<file path="src/rtl/dpram_copy_engine_pkg.sv">
// Shared types and defaults for the dual-port RAM copy/fill engine.
package dpram_copy_engine_pkg;

  localparam int ADDR_W_DEF = 12;
  localparam int DATA_W_DEF = 32;
  localparam int LEN_W_DEF  = 13;

  localparam logic EN  = 1'b1;
  localparam logic DIS = 1'b0;

  typedef enum logic [1:0] {
    ST_IDLE,
    ST_RUN,
    ST_DONE
  } state_e;

  typedef enum logic {
    OP_COPY = 1'b0,
    OP_FILL = 1'b1
  } op_e;

endpackage

</file>
<file path="src/rtl/dpram_copy_engine_if.sv">
// Command interface plus both RAM ports as seen by the copy engine.
interface dpram_copy_engine_if
  import dpram_copy_engine_pkg::*;
#(
  parameter int ADDR_W = ADDR_W_DEF,
  parameter int DATA_W = DATA_W_DEF,
  parameter int LEN_W  = LEN_W_DEF
);

  logic              start;
  logic              op;
  logic [ADDR_W-1:0] src_addr;
  logic [ADDR_W-1:0] dst_addr;
  logic [LEN_W-1:0]  len;
  logic [DATA_W-1:0] fill_data;
  logic              abort;
  logic              busy;
  logic              done;
  logic              aborted;
  logic [LEN_W-1:0]  count;

  logic [ADDR_W-1:0] addra;
  logic              wea;
  logic [DATA_W-1:0] dina;
  logic [DATA_W-1:0] douta;
  logic [ADDR_W-1:0] addrb;
  logic              web;
  logic [DATA_W-1:0] dinb;

  modport master (
    input  start, op, src_addr, dst_addr, len, fill_data, abort, douta,
    output busy, done, aborted, count, addra, wea, dina, addrb, web, dinb
  );

  modport slave (
    output start, op, src_addr, dst_addr, len, fill_data, abort, douta,
    input  busy, done, aborted, count, addra, wea, dina, addrb, web, dinb
  );

endinterface

</file>
<file path="src/rtl/dpram_copy_engine_agen.sv">
// Read/write address counters with remaining-count and terminal-count detect.
module dpram_copy_engine_agen
  import dpram_copy_engine_pkg::*;
#(
  parameter int ADDR_W = ADDR_W_DEF,
  parameter int LEN_W  = LEN_W_DEF
) (
  input  logic              clk_i,
  input  logic              rst_ni,
  input  logic              load_i,
  input  logic              step_i,
  input  logic [ADDR_W-1:0] src_i,
  input  logic [ADDR_W-1:0] dst_i,
  input  logic [LEN_W-1:0]  len_i,
  output logic [ADDR_W-1:0] rd_addr_o,
  output logic [ADDR_W-1:0] wr_addr_o,
  output logic              wr_done_o
);

  localparam logic [LEN_W-1:0]  CNT_ONE  = LEN_W'(1);
  localparam logic [ADDR_W-1:0] ADDR_ONE = ADDR_W'(1);

  logic [ADDR_W-1:0] rd_addr_q;
  logic [ADDR_W-1:0] wr_next_q;
  logic [ADDR_W-1:0] wr_addr_q;
  logic [LEN_W-1:0]  rd_left_q;
  logic [LEN_W-1:0]  wr_left_q;

  // The first read address goes out at load, so only len-1 further reads are
  // issued; writes lag one edge behind and need all len steps.
  always_ff @(posedge clk_i or negedge rst_ni) begin
    if (!rst_ni) begin
      rd_addr_q <= '0;
      wr_next_q <= '0;
      wr_addr_q <= '0;
      rd_left_q <= '0;
      wr_left_q <= '0;
    end else if (load_i) begin
      rd_addr_q <= src_i;
      rd_left_q <= len_i - CNT_ONE;
      wr_next_q <= dst_i;
      wr_left_q <= len_i;
    end else if (step_i) begin
      if (rd_left_q != '0) begin
        rd_addr_q <= rd_addr_q + ADDR_ONE;
        rd_left_q <= rd_left_q - CNT_ONE;
      end
      if (wr_left_q != '0) begin
        wr_addr_q <= wr_next_q;
        wr_next_q <= wr_next_q + ADDR_ONE;
        wr_left_q <= wr_left_q - CNT_ONE;
      end
    end
  end

  assign rd_addr_o = rd_addr_q;
  assign wr_addr_o = wr_addr_q;
  assign wr_done_o = (wr_left_q == '0);

endmodule

</file>
<file path="src/rtl/dpram_copy_engine.sv">
// Block copy / fill initiator: reads RAM port A, writes RAM port B, one word per cycle.
module dpram_copy_engine
  import dpram_copy_engine_pkg::*;
#(
  parameter int ADDR_W = ADDR_W_DEF,
  parameter int DATA_W = DATA_W_DEF,
  parameter int LEN_W  = LEN_W_DEF
) (
  input logic                clk,
  input logic                reset,
  dpram_copy_engine_if.master bus
);

  localparam logic [LEN_W-1:0] CNT_ONE = LEN_W'(1);

  state_e            state_q;
  op_e               op_q;
  logic [DATA_W-1:0] fill_q;
  logic              busy_q;
  logic              done_q;
  logic              aborted_q;
  logic              web_q;
  logic [LEN_W-1:0]  count_q;

  logic              accept;
  logic              step;
  logic              wr_done;
  logic [ADDR_W-1:0] rd_addr;
  logic [ADDR_W-1:0] wr_addr;

  assign accept = (state_q == ST_IDLE) && bus.start && (bus.len != '0);
  assign step   = (state_q == ST_RUN) && !bus.abort && !wr_done;

  dpram_copy_engine_agen #(
    .ADDR_W(ADDR_W),
    .LEN_W (LEN_W)
  ) u_agen (
    .clk_i    (clk),
    .rst_ni   (reset),
    .load_i   (accept),
    .step_i   (step),
    .src_i    (bus.src_addr),
    .dst_i    (bus.dst_addr),
    .len_i    (bus.len),
    .rd_addr_o(rd_addr),
    .wr_addr_o(wr_addr),
    .wr_done_o(wr_done)
  );

  always_ff @(posedge clk or negedge reset) begin
    if (!reset) begin
      state_q   <= ST_IDLE;
      op_q      <= OP_COPY;
      fill_q    <= '0;
      busy_q    <= DIS;
      done_q    <= DIS;
      aborted_q <= DIS;
      web_q     <= DIS;
      count_q   <= '0;
    end else begin
      done_q    <= DIS;
      aborted_q <= DIS;
      if (web_q) begin
        count_q <= count_q + CNT_ONE;
      end
      case (state_q)
        ST_IDLE: begin
          if (bus.start) begin
            count_q <= '0;
            if (bus.len != '0) begin
              op_q    <= op_e'(bus.op);
              fill_q  <= bus.fill_data;
              busy_q  <= EN;
              state_q <= ST_RUN;
            end else begin
              done_q  <= EN;
              state_q <= ST_DONE;
            end
          end
        end
        ST_RUN: begin
          // The write already on port B commits at this edge regardless of abort.
          if (bus.abort || wr_done) begin
            web_q     <= DIS;
            busy_q    <= DIS;
            done_q    <= EN;
            aborted_q <= bus.abort;
            state_q   <= ST_DONE;
          end else begin
            web_q <= EN;
          end
        end
        ST_DONE: state_q <= ST_IDLE;
        default: state_q <= ST_IDLE;
      endcase
    end
  end

  assign bus.busy    = busy_q;
  assign bus.done    = done_q;
  assign bus.aborted = aborted_q;
  assign bus.count   = count_q;
  assign bus.addra   = rd_addr;
  assign bus.wea     = DIS;
  assign bus.dina    = '0;
  assign bus.addrb   = wr_addr;
  assign bus.web     = web_q;
  assign bus.dinb    = (op_q == OP_FILL) ? fill_q : bus.douta;

endmodule

</file>
<file path="src/flat_wrapper.sv">
// flat-port wrapper written by rule: the top's interface ports become plain ports
module dpram_copy_engine_flat import dpram_copy_engine_pkg::*;
#(
  parameter int ADDR_W = ADDR_W_DEF,
  parameter int DATA_W = DATA_W_DEF,
  parameter int LEN_W  = LEN_W_DEF
)
  (clk, reset, bus_start, bus_op, bus_src_addr, bus_dst_addr, bus_len, bus_fill_data, bus_abort, bus_douta, bus_busy, bus_done, bus_aborted, bus_count, bus_addra, bus_wea, bus_dina, bus_addrb, bus_web, bus_dinb);
  dpram_copy_engine_if #(.ADDR_W(ADDR_W), .DATA_W(DATA_W), .LEN_W(LEN_W)) bus_i ();
  input logic clk;
  input logic reset;
  input wire logic [$bits(bus_i.start)-1:0] bus_start;
  input wire logic [$bits(bus_i.op)-1:0] bus_op;
  input wire logic [$bits(bus_i.src_addr)-1:0] bus_src_addr;
  input wire logic [$bits(bus_i.dst_addr)-1:0] bus_dst_addr;
  input wire logic [$bits(bus_i.len)-1:0] bus_len;
  input wire logic [$bits(bus_i.fill_data)-1:0] bus_fill_data;
  input wire logic [$bits(bus_i.abort)-1:0] bus_abort;
  input wire logic [$bits(bus_i.douta)-1:0] bus_douta;
  output wire logic [$bits(bus_i.busy)-1:0] bus_busy;
  output wire logic [$bits(bus_i.done)-1:0] bus_done;
  output wire logic [$bits(bus_i.aborted)-1:0] bus_aborted;
  output wire logic [$bits(bus_i.count)-1:0] bus_count;
  output wire logic [$bits(bus_i.addra)-1:0] bus_addra;
  output wire logic [$bits(bus_i.wea)-1:0] bus_wea;
  output wire logic [$bits(bus_i.dina)-1:0] bus_dina;
  output wire logic [$bits(bus_i.addrb)-1:0] bus_addrb;
  output wire logic [$bits(bus_i.web)-1:0] bus_web;
  output wire logic [$bits(bus_i.dinb)-1:0] bus_dinb;
  assign bus_i.start = bus_start;
  assign bus_i.op = bus_op;
  assign bus_i.src_addr = bus_src_addr;
  assign bus_i.dst_addr = bus_dst_addr;
  assign bus_i.len = bus_len;
  assign bus_i.fill_data = bus_fill_data;
  assign bus_i.abort = bus_abort;
  assign bus_i.douta = bus_douta;
  assign bus_busy = bus_i.busy;
  assign bus_done = bus_i.done;
  assign bus_aborted = bus_i.aborted;
  assign bus_count = bus_i.count;
  assign bus_addra = bus_i.addra;
  assign bus_wea = bus_i.wea;
  assign bus_dina = bus_i.dina;
  assign bus_addrb = bus_i.addrb;
  assign bus_web = bus_i.web;
  assign bus_dinb = bus_i.dinb;
  dpram_copy_engine #(.ADDR_W(ADDR_W), .DATA_W(DATA_W), .LEN_W(LEN_W)) u_core (.clk(clk), .reset(reset), .bus(bus_i));
endmodule
</file>
<file path="config.mk">
export PLATFORM = sky130hd
export DESIGN_NAME = dpram_copy_engine_flat
export DESIGN_NICKNAME = d
export VERILOG_FILES = /design/src/rtl/dpram_copy_engine_pkg.sv /design/src/rtl/dpram_copy_engine_if.sv /design/src/rtl/dpram_copy_engine_agen.sv /design/src/rtl/dpram_copy_engine.sv /design/src/flat_wrapper.sv
export SDC_FILE = /design/constraint.sdc
export NUM_CORES = 1
export LEC_CHECK = 0
export BUFFER_PORTS_ARGS = -buffer_cell sky130_fd_sc_hd__clkbuf_2
export CORE_AREA = 2 2 109 154
export DETAILED_ROUTE_END_ITERATION = 16
export DIE_AREA = 0 0 111 156
export MAX_ROUTING_LAYER = met4
export PLACE_DENSITY = 0.68
export RECOVER_POWER = 100
export SKIP_CTS_REPAIR_TIMING = 1
export SLEW_MARGIN = 5
export SYNTH_ARGS = -nofsm -noshare
export SYNTH_HDL_FRONTEND = slang
export SYNTH_HIERARCHICAL = 1
export SYNTH_SLANG_ARGS = --single-unit
</file>
<file path="constraint.sdc">
create_clock -name clk -period 9.4 [get_ports clk]
set_clock_uncertainty 0.1 [all_clocks]
set_input_delay 0.94 -clock clk [delete_from_list [all_inputs] [get_ports clk]]
set_output_delay 0.94 -clock clk [all_outputs]
set_load 0.01 [all_outputs]
</file>
## Word level (Yosys, flattened, before mapping)

Cells that the tools add are included.

| word-level totals | value |
|---|---|
| bits in registers | 114 |
| input port bits | 106 |
| output and inout bits | 106 |
| word-level logic and storage cells | 77 |

| cells by class | value |
|---|---|
| $add $sub $neg | 6 |
| equality and inequality tests | 4 |
| muxes and demuxes | 31 |
| bitwise operators | 1 |
| reduce and logical (&&, ||, !) cells | 22 |

Operator list:

| operator | count |
|---|---|
| $mux W13 | 9 |
| $mux W12 | 6 |
| $reduce_bool A13 Y1 | 3 |
| $sub A13 B1 Y13 const B | 3 |
| $mux W32 | 1 |
| $add A12 B1 Y12 const B | 2 |
| $add A13 B1 Y13 const B | 1 |
| $logic_not A13 Y1 | 1 |
| $mux W1 | 9 |
| $reduce_bool A2 Y1 | 4 |
| $mux W2 | 3 |
| $ne A2 B2 Y1 const B | 3 |
| $reduce_and A2 Y1 | 3 |
| $reduce_and A3 Y1 | 2 |
| $logic_and A1 B1 Y1 | 4 |
| $pmux W1 S2 | 2 |
| $pmux W2 S2 | 1 |
| $reduce_and A4 Y1 | 1 |
| $eq A2 B1 Y1 const B | 1 |
| $logic_not A1 Y1 | 2 |
| $logic_not A2 Y1 | 1 |
| $logic_or A1 B1 Y1 | 1 |
| $not A1 Y1 | 1 |

## Longest topological paths before layout

Gate-level depths: netlist of run 1.

| logic depth | value |
|---|---|
| depth in word-level cells | 5 |
| mapped depth | 16 |
| gate-level depth less buffers | 11 |

## Hierarchy

The synthesis of run 1 kept the hierarchy.

Modules (own cells, without submodules):

| module | times used | cells an instance | area each (um2) | sequential area each (um2) |
|---|---|---|---|---|
| dpram_copy_engine_agen | 1 | 359 | 3533.4 | 1551.5 |
| dpram_copy_engine | 1 | 230 | 2892.8 | 1301.2 |

## Worst setup path before layout of run 1

No wires, ideal clock.

| path | value |
|---|---|
| path type | input to register |
| start | input bus_start |
| end | register u_core.u_agen.rd_left_q[12] |
| library setup time | 0.145 ns |
| arrival time | 4.167 ns |
| data required time | 9.155 ns |
| path slack | 4.988 ns |
| stages on the path | 15 |
| path buffers | 5 |
| cells stage by stage | and2_1 > buf_2 > nand2_4 > buf_12 > inv_1 > clkbuf_1 > buf_1 > clkbuf_1 > mux2i_1 > ha_1 > nor4bb_1 > o22ai_1 > nor4_1 > xnor2_1 > mux2i_1 |

| between the ends | value |
|---|---|
| cells in the longest elaborated chain, start to end | 4 |
| elaborated cells on any way between the ends | 6 |
| those cells by class | mux: 1; reduce/logical: 5 |

RTL lines:

| what | line | RTL |
|---|---|---|
| from (decl) | flat_wrapper.sv:12 | `input wire logic [$bits(bus_i.start)-1:0] bus_start;` |
| $logic_and A1 B1 Y1 * (2 in a row) | dpram_copy_engine.sv:31 | `assign accept = (state_q == ST_IDLE) && bus.start && (bus.len != '0);` |
| net u_core.accept | dpram_copy_engine.sv:25 | `logic accept;` |
| $reduce_bool A2 Y1 (no line) | n/a |  |
| $reduce_and A2 Y1 (no line) | n/a |  |
| to (signal assigned) | dpram_copy_engine_agen.sv:40 | `rd_left_q <= len_i - CNT_ONE;` |
| to (signal assigned) | dpram_copy_engine_agen.sv:46 | `rd_left_q <= rd_left_q - CNT_ONE;` |
| to (decl) | dpram_copy_engine_agen.sv:26 | `logic [LEN_W-1:0] rd_left_q;` |

The timed path passes the listed nets; every way through them passes the cells marked *.
A chain may end at the register's enable or synchronous reset.

## Final worst setup path of run 1

| path | value |
|---|---|
| start | input bus_start |
| end | register u_core.u_agen.rd_left_q[11] |

Same word-level chain as after synthesis.

==> flow_summary.json, run 1 <==
{
  "status": "finished, violations left",
  "violations": "max-capacitance violations, max-slew violations",
  "cp_data_arrival_time_ns": 6.03,
  "ys_dominant_reg_cell": "dfrtp_1",
  "synth_fa_ha_area_share_pct": 1.17,
  "dpl_cell_area_mm2": 0.00729,
  "grt_pass1_wl_um": 23800,
  "synth_area_mm2": 0.00643,
  "fmax_mhz": 171,
  "synth_edf_count": 0,
  "finalSetupViolCount": 0,
  "drtPass1Iterations": 4,
  "max-cap-violations": 3,
  "die_w_um": 111,
  "cts_sinks": 114,
  "avgRoutedWirePerCell_um": 14.9,
  "drtIter0Drc": 155,
  "min_period_ns": 5.85,
  "vias": 4764,
  "crit_path_end_kind": "register",
  "synth-seq-area-share_pct": 44.4,
  "wl_um": 14500,
  "synth_largest_area_cell": "dfrtp_1",
  "synth-seq-cells": 114,
  "die_area_mm2": 0.0173,
  "worstSetupStartpointType": "input pin",
  "synth_warnings": 6,
  "path_class": "in -> reg",
  "path_buf_inv": 3,
  "cts_buffers": 17,
  "fin_setup_tns_ns": 0,
  "place_congestion": 0.787,
  "critPathRequiredTime_ns": 9.58,
  "finalCritPeriodShare_pct": 62.3,
  "yosys.area_share.simple_pct": 14.8,
  "synth_area_per_cell_um2": 10.9,
  "final_nets": 872,
  "rsz0062_at_grt": "false",
  "grt_pass1_vias": 4808,
  "path_max_fanout": 56,
  "async_flop_share_pct": 100,
  "root_buffer": "clkbuf_16",
  "insertion_delay_ns": 0.41,
  "drive_gt1_share_pct": 26.1,
  "critical-path-top-delay-family": "buffers and inverters",
  "grt-ovfl-total": 0,
  "initial_utilization_pct": 40.4,
  "final_cell_mix": "dfrtp_1, clkbuf_2, clkbuf_1, mux2_2, nand2_1",
  "synthXorXnorAreaFrac_pct": 8.18,
  "grt_max_degree": 71,
  "antenna_found_initial": 0,
  "io_buffer_count": 178,
  "htree_levels": 4,
  "ioPinCount": 212,
  "diodes": 0,
  "final_common_cell": "dfrtp_1",
  "dpl.hpwl_um": 10500,
  "avgViaCountPerCell": 4.90,
  "p_total_mw": 2.33,
  "hp-class": "reg -> reg",
  "synth_cells": 589,
  "clk_path_buf_depth": 2,
  "row_count": 55,
  "synth_top_family_by_area": "multiplexers",
  "synth_top_area_share_pct": 44.4,
  "ir_drop_mv": 0.142,
  "cellPowerDensity_mw_per_mm2": 301,
  "drc_errors": 0,
  "coreArea_mm2": 0.0159,
  "synth-compound-area-share_pct": 6.19,
  "die_y_um": 156,
  "synth.distinct_cells": 54,
  "cts_tree": "yes",
  "area_growth_pct": 20.2,
  "tightest_slew_ns": 2.40,
  "critPathMaxStageDelay_ns": 1.36,
  "slew_headroom_pct": -60.3,
  "ant_nets": 0,
  "slowest_stage": "inv_1",
  "path_cells": "clkbuf_2, and2_0, nand2_1, inv_1, buf_4, nor3b_1, o22ai_1, a2111oi_0, xnor2_1, mux2i_1",
  "design_area_mm2": 0.00772,
  "track_usage_pct": 17.7,
  "finalMaxSlewViolations": 84,
  "power_leakage_nw": 3.29,
  "synthMuxAreaShare_pct": 18.4,
  "finalHoldViolCount": 0,
  "synth_area_leaders": "dfrtp_1, mux2_2, mux2_4, xnor2_1, buf_4",
  "clk_pin_slew_ns": 0.05
}
## per-stage QoR
stage | hold slack [ns] | utilization (%) | worst slack, ns | instances
final | 0.391 | 48.6 | 3.55 | 972
after global routing | 0.409 | 48.6 | 2.93 | 972
after CTS | 0.408 | 50.1 | 4.97 | 972
after detailed placement | 0.390 | 45.9 | 4.57 | 940
after global placement | 0.374 | 45.9 | 4.61 | 940
after floorplan | 0.365 | - | 4.99 | 621
## cell usage after synthesis (2+ instances only)
| cell type | n |
|---|---|
| inv_1 | 4 |
| and3b_1 | 2 |
| dfrtp_1 | 114 |
| buf_2 | 10 |
| o311ai_0 | 2 |
| nand3_1 | 11 |
| or2_2 | 2 |
| nor2_1 | 33 |
| nand4_1 | 11 |
| a21oi_1 | 7 |
| a211oi_1 | 3 |
| mux2_4 | 27 |
| nor4_2 | 2 |
| buf_12 | 3 |
| nor4_1 | 7 |
| nor4b_1 | 2 |
| nor2b_1 | 3 |
| or4_1 | 4 |
| xor2_1 | 24 |
| and2_1 | 2 |
| o21a_1 | 2 |
| or3_1 | 5 |
| o22ai_1 | 2 |
| nand2_1 | 53 |
| nand2b_1 | 4 |
| nor3_1 | 25 |
| nor3b_1 | 3 |
| buf_4 | 33 |
| ha_1 | 6 |
| mux2i_1 | 11 |
| mux2_2 | 59 |
| xnor2_1 | 36 |
| buf_1 | 3 |
| clkbuf_1 | 12 |
| o21ai_0 | 39 |
| and3_1 | 5 |
## flip-flops by register name, summed over array words and instances, names as in the netlist
name                     cells
u_core/bus.web               1
u_core/u_agen/rd_left_q     13
u_core/op_q                  1
u_core/u_agen/wr_left_q     13
u_core/bus.count            13
u_core/state_q               2
u_core/bus.aborted           1
u_core/bus.done              1
u_core/fill_q               32
u_core/u_agen/rd_addr_o     12
u_core/u_agen/wr_addr_o     12
u_core/u_agen/wr_next_q     12
u_core/bus.busy              1
## metal layers
layer	vias up	share of wire [%]	global-route usage [%]	wire length, µm
met5	-	0	-	0
met4	0	1.7	6.13	252
met3	19	5.2	4.51	751
met2	152	52	30.1	7570
met1	2255	41	20.3	5950
li1	2338	-	-	-
## power by group
group          switching (mW)  internal [mW]  leakage [nW]
clock network           0.219          0.497         0.319
logic                   0.357          0.355          1.59
registers               0.205          0.694          1.39
total                   0.782           1.55          3.29
## final timing paths
kind                                                from                                       to  slack, ns  cells past startpoint
min in group asynchronous                          reset   u_core/u_agen/wr_addr_o[2]$_DFFE_PN0P_       1.15                      1
max reg2reg                u_core/state_q[1]$_DFFE_PN0P_  u_core/u_agen/rd_left_q[11]$_DFFE_PN0P_       3.59                     10
min                        u_core/fill_q[25]$_DFFE_PN0P_            u_core/fill_q[25]$_DFFE_PN0P_       0.39                      1
max                                            bus_start  u_core/u_agen/rd_left_q[11]$_DFFE_PN0P_       3.55                     10
min reg2reg                u_core/fill_q[25]$_DFFE_PN0P_            u_core/fill_q[25]$_DFFE_PN0P_       0.39                      1
max in group asynchronous                          reset            u_core/bus.count[6]$_DFF_PN0_       6.09                      2
## worst register-to-register path: stages (launching register included)
cell       delay [ns]
dfrtp_1          0.39
nor2_1           0.16
and2_0           0.64
nand2_1          1.09
inv_1            1.40
buf_4            0.62
nor3b_1          0.37
o22ai_1          0.24
a2111oi_0        0.42
xnor2_1          0.17
mux2i_1          0.08
## cells by family (layout without fill, tap and decap cells)
| logic type | Yosys count | after routing |
|---|---|---|
| buffers and inverters | 66 | 218 |
| other | 1 | 33 |
| flip-flops | 114 | 114 |
| XOR/XNOR | 60 | 60 |
| adder cells (fa/ha/maj) | 6 | 6 |
| AO/OA/AOI/OAI | 63 | 63 |
| multiplexers | 97 | 97 |
| AND/OR/NAND/NOR | 182 | 182 |
## layout make-up
type                            count  area [µm²]
Fill cell                        1546        8170
Multi-Input combinational cell    441        3120
Sequential cell                   114        2850
Timing Repair Buffer              182         822
Clock buffer                       23         488
Tap cell                          199         249
Clock inverter                      9         175
Inverter                            4        15.0
No activity file was read; power rests on OpenSTA's default activity.
==> run 2, diff against run 1 <==
--- a/config.mk
+++ b/config.mk
@@ -5,12 +5,13 @@
 export SDC_FILE = /design/constraint.sdc
 export NUM_CORES = 1
 export LEC_CHECK = 0
+export ABC_AREA = 1
 export BUFFER_PORTS_ARGS = -buffer_cell sky130_fd_sc_hd__clkbuf_2
-export CORE_AREA = 2 2 109 154
+export CORE_AREA = 2 2 113 158
 export DETAILED_ROUTE_END_ITERATION = 16
-export DIE_AREA = 0 0 111 156
+export DIE_AREA = 0 0 115 160
 export MAX_ROUTING_LAYER = met4
-export PLACE_DENSITY = 0.68
+export PLACE_DENSITY = 0.67
 export RECOVER_POWER = 100
 export SKIP_CTS_REPAIR_TIMING = 1
 export SLEW_MARGIN = 5
==> constraint.sdc (replaced) <==
create_clock -name clk -period 6.1 [get_ports clk]
set_clock_uncertainty 0.1 [all_clocks]
set_input_delay 0.61 -clock clk [delete_from_list [all_inputs] [get_ports clk]]
set_output_delay 0.61 -clock clk [all_outputs]
set_load 0.01 [all_outputs]
==> run 2 against run 1 <==
  * The run still ends with max-capacitance violations, max-slew violations left
  * Clock-buffer cell count did not move
  * Non-clock buffer count shrank 3
  * Clock power grew 42%
  * Setup slack got worse by 1.9 ns
  * Sequential power grew 54%
  * Total power grew 68%
  * Largest power group is now combinational cells
==> flow_summary.json, run 2 <==
{
  "clk_pin_slew_ns": 0.05,
  "pre_cts_slack_ns": 2.22,
  "root_buffer": "clkbuf_16",
  "synth-seq-area-share_pct": 41.7,
  "antenna_found_initial": 0,
  "ir_drop_mv": 0.186,
  "synth_area_per_cell_um2": 7.69,
  "htree_levels": 4,
  "cellPowerDensity_mw_per_mm2": 482,
  "tightest_slew_ns": 3.88,
  "clk_path_buf_depth": 2,
  "cp_data_arrival_time_ns": 4.72,
  "dpl.hpwl_um": 12300,
  "finalCritPeriodShare_pct": 73.5,
  "cpMostUsedCell": "nand2_1",
  "synth_edf_count": 0,
  "final_cell_mix": "nand2_1, dfrtp_1, clkbuf_2, clkbuf_1, inv_1",
  "diodes": 0,
  "synth_area_leaders": "dfrtp_1, nand2_1, mux2_2, nand3_1, buf_4",
  "final_common_cell": "nand2_1",
  "path_cells": "nor2_1, nand2_1, inv_1, nand2_4, inv_4, inv_4, nand3_1, nand2_1, inv_1, o21ai_0, nand2_1",
  "whs_ns": 0.295,
  "vias": 6037,
  "critPathMaxStageDelay_ns": 0.78,
  "synth_cells": 890,
  "drive_gt1_share_pct": 19.6,
  "grt-busiest-layer": "met2",
  "place_congestion": 0.840,
  "avgViaCountPerCell": 4.73,
  "violations": "max-capacitance violations, max-slew violations",
  "ys_dominant_reg_cell": "dfrtp_1",
  "hp-class": "in -> reg",
  "die_y_um": 160,
  "netlist_top_cells_count": "nand2_1, dfrtp_1, inv_1, nor2_1, nand3_1",
  "critical-path-top-delay-family": "buffers and inverters",
  "grt_use_met2_pct": 32.6,
  "finalMaxSlewViolations": 92,
  "avgRoutedWirePerCell_um": 13.5,
  "grt_pass1_wl_um": 27400,
  "grt.met1_usage_pct": 22.6,
  "die_area_mm2": 0.0184,
  "die_w_um": 115,
  "drc_errors": 0,
  "timing.final.ws_setup_ns": 1.62,
  "wl_um": 17200,
  "crit_path_end_kind": "register",
  "yosysMostFrequentCell": "nand2_1",
  "cts_tree": "yes",
  "drtPass1Iterations": 5,
  "status": "finished, violations left",
  "grt_max_degree": 77,
  "area_growth_pct": 18.7,
  "largest-register": "u_core/fill_q",
  "synth_warnings": 6,
  "grt_use_met3_pct": 3.91,
  "fin_util_pct": 47.5,
  "power_leakage_nw": 4.22,
  "coreArea_mm2": 0.0171,
  "critPathRequiredTime_ns": 6.34,
  "largest_reg_flops": 32,
  "synth_largest_area_cell": "dfrtp_1",
  "track_usage_pct": 19.4,
  "fin_setup_tns_ns": 0,
  "fmax_mhz": 223,
  "synth_area_mm2": 0.00684,
  "finalSetupViolCount": 0,
  "path_buf_inv": 4,
  "slew_headroom_pct": -159,
  "rsz0062_at_grt": "false",
  "cts_buffers": 17,
  "row_count": 57,
  "grt_pass1_vias": 5643,
  "finalHoldViolCount": 0,
  "p_total_mw": 3.92,
  "synth-seq-cells": 114,
  "ant_nets": 0,
  "final_nets": 1169,
  "grt-ovfl-total": 0,
  "worstSetupStartpointType": "register",
  "ioPinCount": 212,
  "io_buffer_count": 178,
  "path_max_fanout": 76,
  "drtIter0Drc": 259,
  "async_flop_share_pct": 100,
  "max-cap-violations": 2,
  "min_period_ns": 4.48,
  "initial_utilization_pct": 40.0,
  "path_class": "reg -> reg",
  "cts_sinks": 114,
  "slowest_stage": "inv_1",
  "synth.distinct_cells": 37,
  "synth_top_area_share_pct": 41.7,
  "insertion_delay_ns": 0.41
}
## run 2: where the power goes
part | internal (mW) | leakage, nW | switching (mW) | total [mW]
sequential | 1.08 | 1.44 | 0.300 | 1.38
clock | 0.673 | 0.293 | 0.350 | 1.02
combinational | 0.578 | 2.49 | 0.944 | 1.52
## run 2: layout make-up
type                    count  area, µm²
clock inverters             9        129
fillers                  1774       8990
inverters                  73        279
clock buffers              23        478
well taps                 206        258
flip-flops and latches    114       2850
multi-input cells         672       3320
repair buffers            179        807
## run 2: path summary, 6_finish.rpt
path | slack (ns) | cells after the start | start | end
setup / recovery | 1.62 | 11 | u_core/state_q[1]$_DFFE_PN0P_ | u_core/u_agen/rd_left_q[6]$_DFFE_PN0P_
hold / removal | 0.29 | 3 | bus_fill_data[23] | u_core/fill_q[23]$_DFFE_PN0P_
setup reg to reg | 1.62 | 11 | u_core/state_q[1]$_DFFE_PN0P_ | u_core/u_agen/rd_left_q[6]$_DFFE_PN0P_
hold reg to reg | 0.38 | 2 | u_core/fill_q[4]$_DFFE_PN0P_ | u_core/fill_q[4]$_DFFE_PN0P_
max in group asynchronous | 2.23 | 1 | reset | u_core/bus.aborted$_DFF_PN0_
min in group asynchronous | 1.44 | 1 | reset | u_core/u_agen/rd_addr_o[10]$_DFFE_PN0P_
## run 2: worst register-to-register path: cells and delay by family (launching register included)
kind | cells | cell delay, ns
AOI/OAI and AO/OA | 1 | 0.19
and+or+nand+nor | 6 | 1.60
DFF | 1 | 0.37
buffers and inverters | 4 | 2.16
## run 2: cell families (layout without fill, tap and decap cells)
logic type      after synthesis  count (layout)  synth area share [%]
compound gates               64              64                  5.50
buf+inv                     136             284                  11.0
simple gates                519             519                  33.1
fa+ha+maj                     6               6                  1.10
other cells                   1              33                0.0548
xor+xnor                     18              18                  2.30
flops                       114             114                  41.7
mux                          32              32                  5.27
## run 2: per-stage QoR
step,std cells,area (µm²)
CTS,1276,8260
finish,1276,8130
global placement,1244,7650
detailed placement,1244,7650
global route,1276,8130
floorplan,922,6960
## run 2: layer usage
layer / share of wire, % / up-vias
li1: - / 3072
met1: 42 / 2771
met2: 51 / 165
met3: 4.1 / 29
met4: 2.9 / 0
met5: 0 / -
